--- src/rtl/seq_divider64_pkg.sv ---
// Shared constants for the sequential restoring divider: default sizes and
// the FSM state encoding.
package seq_divider64_pkg;

    localparam int WIDTH_DEF = 64;
    localparam int CNT_W_DEF = 7;

    typedef logic [2:0] state_t;

    localparam state_t ST_IDLE = 3'd0;
    localparam state_t ST_PREP = 3'd1;
    localparam state_t ST_ITER = 3'd2;
    localparam state_t ST_FIX  = 3'd3;
    localparam state_t ST_DONE = 3'd4;

endpackage

--- src/rtl/seq_divider64_div_step.sv ---
// One restoring-division step: shift in the next dividend bit, trial-subtract
// the divisor magnitude, and keep the difference only if it did not borrow.
module seq_divider64_div_step #(
    parameter int WIDTH = 64
) (
    input  logic [WIDTH-1:0] rem_i,
    input  logic             bit_i,
    input  logic [WIDTH-1:0] dvs_i,
    output logic [WIDTH-1:0] rem_o,
    output logic             q_o
);

    logic [WIDTH-1:0] low_s;
    logic [WIDTH-1:0] diff_s;
    logic             carry_s;

    // rem_i[WIDTH-1] is the (WIDTH+1)-th bit of the shifted value; when it is
    // set the shifted value already exceeds any WIDTH-bit divisor.
    assign low_s              = {rem_i[WIDTH-2:0], bit_i};
    assign {carry_s, diff_s}  = {1'b0, low_s} + {1'b0, ~dvs_i} + {{WIDTH{1'b0}}, 1'b1};
    assign q_o                = rem_i[WIDTH-1] | carry_s;
    assign rem_o              = q_o ? diff_s : low_s;

endmodule

--- src/rtl/seq_divider64.sv ---
// Multi-cycle signed/unsigned restoring divider: IDLE -> PREP -> WIDTH x ITER
// -> FIX -> DONE, fixed latency regardless of operands.
module seq_divider64
    import seq_divider64_pkg::*;
#(
    parameter int WIDTH = WIDTH_DEF,
    parameter int CNT_W = CNT_W_DEF
) (
    input  logic             clk,
    input  logic             rst,
    input  logic             start,
    input  logic             signed_op,
    input  logic [WIDTH-1:0] dividend,
    input  logic [WIDTH-1:0] divisor,
    output logic             ready,
    output logic             done,
    output logic [WIDTH-1:0] quotient,
    output logic [WIDTH-1:0] remainder,
    output logic             dz_flag,
    output logic             of_flag
);

    localparam logic [WIDTH-1:0] ONE_W   = {{(WIDTH-1){1'b0}}, 1'b1};
    localparam logic [WIDTH-1:0] MIN_NEG = {1'b1, {(WIDTH-1){1'b0}}};
    localparam logic [CNT_W-1:0] ONE_C   = {{(CNT_W-1){1'b0}}, 1'b1};
    localparam logic [CNT_W-1:0] LAST_C  = CNT_W'(WIDTH - 1);

    function automatic logic [WIDTH-1:0] neg_w(input logic [WIDTH-1:0] v);
        return ~v + ONE_W;
    endfunction

    state_t           state_q, state_d;
    logic [CNT_W-1:0] cnt_q, cnt_d;
    logic [WIDTH-1:0] dvd_q, dvd_d;
    logic [WIDTH-1:0] sh_q, sh_d;
    logic [WIDTH-1:0] mag_q, mag_d;
    logic [WIDTH-1:0] rem_q, rem_d;
    logic             signed_q, signed_d;
    logic             qsign_q, qsign_d;
    logic             rsign_q, rsign_d;
    logic             dz_q, dz_d;
    logic             of_q, of_d;

    logic             ready_q, ready_d;
    logic             done_q, done_d;
    logic [WIDTH-1:0] quotient_q, quotient_d;
    logic [WIDTH-1:0] remainder_q, remainder_d;
    logic             dz_flag_q, dz_flag_d;
    logic             of_flag_q, of_flag_d;

    logic [WIDTH-1:0] step_rem_s;
    logic             step_q_s;
    logic             neg_dvd_s;
    logic             neg_dvs_s;

    seq_divider64_div_step #(.WIDTH(WIDTH)) u_step (
        .rem_i (rem_q),
        .bit_i (sh_q[WIDTH-1]),
        .dvs_i (mag_q),
        .rem_o (step_rem_s),
        .q_o   (step_q_s)
    );

    assign neg_dvd_s = signed_q & dvd_q[WIDTH-1];
    assign neg_dvs_s = signed_q & mag_q[WIDTH-1];

    // Next-state and datapath computation for every FSM state.
    always_comb begin
        state_d     = state_q;
        cnt_d       = cnt_q;
        dvd_d       = dvd_q;
        sh_d        = sh_q;
        mag_d       = mag_q;
        rem_d       = rem_q;
        signed_d    = signed_q;
        qsign_d     = qsign_q;
        rsign_d     = rsign_q;
        dz_d        = dz_q;
        of_d        = of_q;
        quotient_d  = quotient_q;
        remainder_d = remainder_q;
        dz_flag_d   = dz_flag_q;
        of_flag_d   = of_flag_q;

        case (state_q)
            ST_IDLE: begin
                if (start) begin
                    dvd_d    = dividend;
                    sh_d     = dividend;
                    mag_d    = divisor;
                    signed_d = signed_op;
                    state_d  = ST_PREP;
                end else begin
                    state_d  = ST_IDLE;
                end
            end
            ST_PREP: begin
                sh_d    = neg_dvd_s ? neg_w(dvd_q) : dvd_q;
                mag_d   = neg_dvs_s ? neg_w(mag_q) : mag_q;
                qsign_d = neg_dvd_s ^ neg_dvs_s;
                rsign_d = neg_dvd_s;
                dz_d    = (mag_q == {WIDTH{1'b0}});
                of_d    = signed_q & (dvd_q == MIN_NEG) & (mag_q == {WIDTH{1'b1}});
                rem_d   = {WIDTH{1'b0}};
                cnt_d   = LAST_C;
                state_d = ST_ITER;
            end
            ST_ITER: begin
                // sh_q shifts dividend bits out of the top and quotient bits in at the bottom.
                rem_d = step_rem_s;
                sh_d  = {sh_q[WIDTH-2:0], step_q_s};
                if (cnt_q == {CNT_W{1'b0}}) begin
                    state_d = ST_FIX;
                end else begin
                    cnt_d   = cnt_q - ONE_C;
                end
            end
            ST_FIX: begin
                if (dz_q) begin
                    quotient_d  = {WIDTH{1'b1}};
                    remainder_d = dvd_q;
                end else if (of_q) begin
                    quotient_d  = dvd_q;
                    remainder_d = {WIDTH{1'b0}};
                end else begin
                    quotient_d  = qsign_q ? neg_w(sh_q) : sh_q;
                    remainder_d = rsign_q ? neg_w(rem_q) : rem_q;
                end
                dz_flag_d = dz_q;
                of_flag_d = of_q;
                state_d   = ST_DONE;
            end
            ST_DONE: begin
                state_d = ST_IDLE;
            end
            default: begin
                state_d = ST_IDLE;
            end
        endcase

        ready_d = (state_d == ST_IDLE);
        done_d  = (state_d == ST_DONE);
    end

    // Control state: FSM, iteration counter and handshake outputs.
    always_ff @(posedge clk or posedge rst) begin
        if (rst) begin
            state_q <= ST_IDLE;
            cnt_q   <= {CNT_W{1'b0}};
            ready_q <= 1'b1;
            done_q  <= 1'b0;
        end else begin
            state_q <= state_d;
            cnt_q   <= cnt_d;
            ready_q <= ready_d;
            done_q  <= done_d;
        end
    end

    // Working datapath registers for the division in flight.
    always_ff @(posedge clk or posedge rst) begin
        if (rst) begin
            dvd_q    <= {WIDTH{1'b0}};
            sh_q     <= {WIDTH{1'b0}};
            mag_q    <= {WIDTH{1'b0}};
            rem_q    <= {WIDTH{1'b0}};
            signed_q <= 1'b0;
            qsign_q  <= 1'b0;
            rsign_q  <= 1'b0;
            dz_q     <= 1'b0;
            of_q     <= 1'b0;
        end else begin
            dvd_q    <= dvd_d;
            sh_q     <= sh_d;
            mag_q    <= mag_d;
            rem_q    <= rem_d;
            signed_q <= signed_d;
            qsign_q  <= qsign_d;
            rsign_q  <= rsign_d;
            dz_q     <= dz_d;
            of_q     <= of_d;
        end
    end

    // Result registers, written only in FIX and held otherwise.
    always_ff @(posedge clk or posedge rst) begin
        if (rst) begin
            quotient_q  <= {WIDTH{1'b0}};
            remainder_q <= {WIDTH{1'b0}};
            dz_flag_q   <= 1'b0;
            of_flag_q   <= 1'b0;
        end else begin
            quotient_q  <= quotient_d;
            remainder_q <= remainder_d;
            dz_flag_q   <= dz_flag_d;
            of_flag_q   <= of_flag_d;
        end
    end

    assign ready     = ready_q;
    assign done      = done_q;
    assign quotient  = quotient_q;
    assign remainder = remainder_q;
    assign dz_flag   = dz_flag_q;
    assign of_flag   = of_flag_q;

endmodule

--- config.mk ---
export PLATFORM = sky130hd
export DESIGN_NAME = seq_divider64
export DESIGN_NICKNAME = d
export VERILOG_FILES = /design/src/rtl/seq_divider64_pkg.sv /design/src/rtl/seq_divider64_div_step.sv /design/src/rtl/seq_divider64.sv
export SDC_FILE = /design/constraint.sdc
export NUM_CORES = 2
export LEC_CHECK = 0
export ABC_AREA = 1
export BUFFER_PORTS_ARGS = -buffer_cell sky130_fd_sc_hd__buf_2
export CELL_PAD_IN_SITES_DETAIL_PLACEMENT = 1
export CELL_PAD_IN_SITES_GLOBAL_PLACEMENT = 1
export CORE_ASPECT_RATIO = 1.2
export CORE_MARGIN = 5
export CORE_UTILIZATION = 45
export DETAILED_ROUTE_END_ITERATION = 12
export HOLD_SLACK_MARGIN = 0.15
export PLACE_DENSITY_LB_ADDON = 0.1
export SYNTH_ARGS = -nofsm -noshare
export SYNTH_HDL_FRONTEND = slang
export SYNTH_SLANG_ARGS = --single-unit
--- constraint.sdc ---
create_clock -name clk -period 26.5 [get_ports clk]
set_input_delay 1.325 -clock clk [delete_from_list [all_inputs] [get_ports clk]]
set_output_delay 1.325 -clock clk [all_outputs]
set_load 0.01 [all_outputs]
; Word level (Yosys, flattened, before mapping)
; Index checks and enable logic that the tools add are counted.
[op_classes]
n_eq_ne = 9
n_mux = 19
n_reduce_logical = 11
n_addsub = 7
bitwise = 10
[ops]
columns = cell, count
row1 = $mux W64, 11
row2 = $add A64 B1 Y64 const B, 4
row3 = $not A64 Y64, 4
row4 = $pmux W64 S2, 2
row5 = $pmux W64 S3, 1
row6 = $eq A64 B64 Y1 const B, 2
row7 = $add A64 B64 Y65, 1
row8 = $add A65 B1 Y65 const B, 1
row9 = $logic_not A64 Y1, 1
row10 = $pmux W7 S2, 1
row11 = $pmux W3 S4, 1
row12 = $logic_not A7 Y1, 1
row13 = $mux W7, 1
row14 = $sub A7 B1 Y7 const B, 1
row15 = $eq A3 B2 Y1 const B, 2
row16 = $logic_not A3 Y1, 2
row17 = $ne A2 B2 Y1 const B, 3
row18 = $reduce_and A2 Y1, 3
row19 = $and A1 B1 Y1, 4
row20 = $reduce_bool A2 Y1, 2
row21 = $eq A3 B1 Y1 const B, 1
row22 = $eq A3 B3 Y1 const B, 1
row23 = $mux W3, 1
row24 = $reduce_and A3 Y1, 1
row25 = 4 further kinds, 4
[word_totals]
elab_cells = 73
ff_bits = 403
in_bits = 132

; Logic depth before layout (Yosys ltp)
[logic_depth]
depth_word = 6
ltp_mapped = 19

; Modules after synthesis
; A second synthesis with hierarchy kept.
[hier_totals]
hier_cells = 5610
hier_area_um2 = 33327.0
[modules_own_cells]
columns = mod, cells_per_inst, instances, seq_area_each_um2, area_each_um2
row1 = seq_divider64, 4016, 1, 10085.9, 26078.8
row2 = seq_divider64_div_step, 1594, 1, 0.0, 7248.2

; Worst setup path after synthesis
; Ideal clock, no wire load.
[synth_path]
kind = input to register
from = input start
to = register sh_q[2]
arrival_ps = 2365
cell_stages = 9
path_slack_ps = 24015
path_cell_list = nor2_1 -> nor2_4 -> nand2_1 -> buf_2 -> buf_2 -> nor2_1 -> o22ai_1 -> o22ai_1 -> inv_1
[synth_via]
elab_chain_cells = 2
[synth_lines]
columns = item, line
row1 = start: declaration, seq_divider64.sv:11  ; input logic start,
row2 = $ne A2 B2 Y1 (no source line), --
row3 = $reduce_and A2 Y1 (no source line), --
row4 = end signal: assignment, seq_divider64.sv:164  ; sh_q <= {WIDTH{1'b0}};
row5 = end: declaration, seq_divider64.sv:35  ; logic [WIDTH-1:0] sh_q, sh_d;
; Every way passes these cells.
; A chain may end at the register's enable or synchronous reset.

; Worst setup path in the final report
[layout_path]
from = register sh_q[63]
to = register rem_q[55]
[layout_via]
elab_chain_cells = 5
[layout_lines]
columns = item, line
row1 = $add A64 B64 Y65 *, seq_divider64_div_step.sv:20  ; assign {carry_s, diff_s} = {1'b0, low_s} + {1'b0, ~dvs_i} + {{WIDTH{1'b0}}, 1'b1};
row2 = $add A65 B1 Y65 *, seq_divider64_div_step.sv:20
row3 = $or A1 B1 Y1, seq_divider64_div_step.sv:21  ; assign q_o = rem_i[WIDTH-1] | carry_s;
row4 = $mux W64 *, seq_divider64_div_step.sv:22  ; assign rem_o = q_o ? diff_s : low_s;
row5 = $pmux W64 S2 *, seq_divider64.sv:85  ; case (state_q)
row6 = end signal: assignment, seq_divider64.sv:166  ; rem_q <= {WIDTH{1'b0}};
row7 = end signal: assignment, seq_divider64.sv:176  ; rem_q <= rem_d;
row8 = end: declaration, seq_divider64.sv:37  ; logic [WIDTH-1:0] rem_q, rem_d;
; Every way passes the cells marked *; elsewhere a longest branch is shown, timed or not.

==> impl_metrics.ini <==
[floorplanning]
num_rows = 108
start_util = 0.452
die_w_um = 256
dieHeight_um = 305
core_um2 = 72200
ios = 264
fp.dieArea_um2 = 78100

[worst_setup_path]
required_ps = 27020
cpPeakStageDelay_ps = 620
worstSetupEndpointType = flop
worst-setup-path-type = flop to flop
start_kind = flop
crit_top_cell = nand2_1
crit_fanout = 64
slowest_stage = buf_4
cp_cell_sequence = inv_1, ha_1, fa_1, inv_1, nand2_1, nand2_1, nand3_1, nand2_1, nand2_1, nand2_2, nand2_1, nand2_2, nand3_4, nand2_2, buf_4, nand3_1, nand2_1, nand2_1
arrival_ps = 4510
critPathTopFamily = simple AND/OR/NAND/NOR gates
path_buf_inv = 3

[run_status]
outcome = finished, final reports clean

[yosys]
synthTopCellsByCount = nand2_1 (1607), nor2_1 (828), inv_1 (717), nand3_1 (552), a21oi_1 (454)
synth_warnings = 0
synth_compound_area_frac = 0.137
synth_top_family_by_area = simple AND/OR/NAND/NOR gates
yosys-top-cells-area = dfrtp_1 (31%), nand2_1 (18%), nor2_1 (9.5%), nand3_1 (8.5%), inv_1 (8.2%)
yosys.area_share.simple = 0.406
synth_top_area_share = 0.308
async_flop_share = 1.00
synth_edf_count = 0
synth_most_common_cell = nand2_1
synth_cell_type_count = 48
ys_seq_area_frac = 0.309
synthesis.nets = 5672
synth_area_um2 = 32600
syn_inst = 5469
yosys.area_share.adder = 0.0274
yosysTopAreaCell = dfrtp_1
synth_mux_area_frac = 0
synth_ff_type = dfrtp_1
ys_ff_latch = 403
synth_xor_area_frac = 0.0137
avgSynthCellArea_um2 = 5.97

[cells_and_area]
final_area_um2 = 36300
drive_above_1_share = 0.0748
diodes = 0
utilization = 0.504
syn_to_final_growth_pct = 11.3
final_nets = 5832

[grt]
grt_pass1_wl_um = 242000
grt-ovfl-total = 0
antenna_found_initial = 0
grt_pass1_vias = 39900
grt_max_degree = 169
track_usage = 0.401

[place]
io_buffers = 263
routabilityCongestion = 1.08
placed_area_um2 = 34700
hpwlAfterDp_um = 130000

[drt]
dr.pass1.iters = 5
route.final.wire_length_um = 163000
vias = 38900
drc = 0
first_iter_violations = 3298
routedWlPerCell_um = 24.7
antenna_left = 0
via_per_inst = 5.89

[power]
peakVddDrop_v = 0.0000507
p_leak_nw = 20.5
cellPowerDensity_nw_per_um2 = 40.7

[timing]
setup_viol = 0
fin_crit_ps = 3990
relSlewSlack = 0.255
tns_ps = 0
fin_skew_ps = 22.8
tightest_slew_ps = 1110
hold_viol_final = 0
rsz0062_at_grt = no
post-route-period-util = 0.150
maxSlewViolCount = 0
fmax_mhz = 251

[clock_network]
cts-root-buf = clkbuf_16
h-tree-depth = 2
clkLatencyLatePin_ps = 640
cts_tree = done
clock-sinks = 403
clk_path_buf_depth = 3
cts_made_buffers = 49
cts_setup_buffers = 0
clk_pin_slew_worst_paths_ps = 60
cts_hold_buffers = 0
cts_resized = 0

[min_path]
hp-class = flop to flop

[flow_run]
maxCapViolCount = 0
==> final cells by class <==
cell class	count	area, um^2
clock buffer	70	1460
clock inverter	21	228
fill	10200	35800
inverter	729	2740
multi-input combinational	4150	19100
sequential	403	10100
tap	935	1170
timing repair buffer	296	1580
==> report_power, final <==
part           switching (W)  internal, W  total (W)
logic              0.0000872    0.0000321   0.000119
registers          0.0000104     0.000623   0.000634
clock network       0.000314     0.000414   0.000728
==> cell usage in the layout (no fill, tap or decap), types with 50 or more instances in the layout <==
cell / Yosys / layout
a21oi_1: 454 / 454
buf_2: 20 / 263
clkbuf_16: 0 / 50
dfrtp_1: 402 / 398
ha_1: 70 / 70
inv_1: 717 / 715
nand2_1: 1607 / 1606
nand3_1: 552 / 552
nand4_1: 93 / 93
nor2_1: 828 / 827
nor3_1: 57 / 56
o21ai_0: 217 / 217
==> stage by stage <==
step | instances | power, W | setup slack, ps | hold WS, ps
2_1_floorplan | 5469 | 0.000710 | 13970 | 446
3_3_place_gp | 6513 | 0.000760 | 22450 | 466
3_5_place_dp | 6513 | 0.000762 | 22420 | 475
4_1_cts | 6604 | 0.00148 | 22580 | 486
5_1_grt | 6604 | 0.00152 | 22290 | 503
6_report | 6604 | 0.00148 | 22510 | 485
==> worst paths after layout <==
kind                                           start                  endpoint  slack, ps  depth (start not counted)
worst max-delay path            sh_q[63]$_DFFE_PP0P_     rem_q[55]$_DFFE_PP0N_      22510                         18
worst min-delay path            cnt_q[5]$_DFFE_PP0P_      cnt_q[5]$_DFFE_PP0P_        490                          1
worst max register to register  sh_q[63]$_DFFE_PP0P_     rem_q[55]$_DFFE_PP0N_      22510                         18
worst min register to register  cnt_q[5]$_DFFE_PP0P_      cnt_q[5]$_DFFE_PP0P_        490                          1
max in group asynchronous                        rst       rsign_q$_DFFE_PP0P_      23140                          4
min in group asynchronous                        rst  quotient[15]$_DFFE_PP0N_        820                          2
==> registers in the layout (all words and copies together), names as in the netlist, 3 cells and up <==
name,count
dvd_q,64
quotient,64
remainder,64
state_q,3
sh_q,64
rem_q,64
mag_q,64
cnt_q,7
==> metal layers <==
metal  global-route usage  up-vias  wire (um)
met3               0.0508      546       9780
met5                    0        -          0
met2                0.681     1598      76400
met4                0.328        0      17100
li1                     -    17900          -
met1                0.451    18900      59600
==> cells by family (layout without fill, tap and decap cells) <==
| logic type | after synthesis | in the layout |
|---|---|---|
| flip-flops | 403 | 403 |
| AO/OA/AOI/OAI | 825 | 825 |
| XOR/XNOR | 51 | 51 |
| adder cells (fa/ha/maj) | 71 | 71 |
| buffers and inverters | 916 | 1116 |
| AND/OR/NAND/NOR | 3203 | 3203 |
Power figures use the tool's default switching activity.
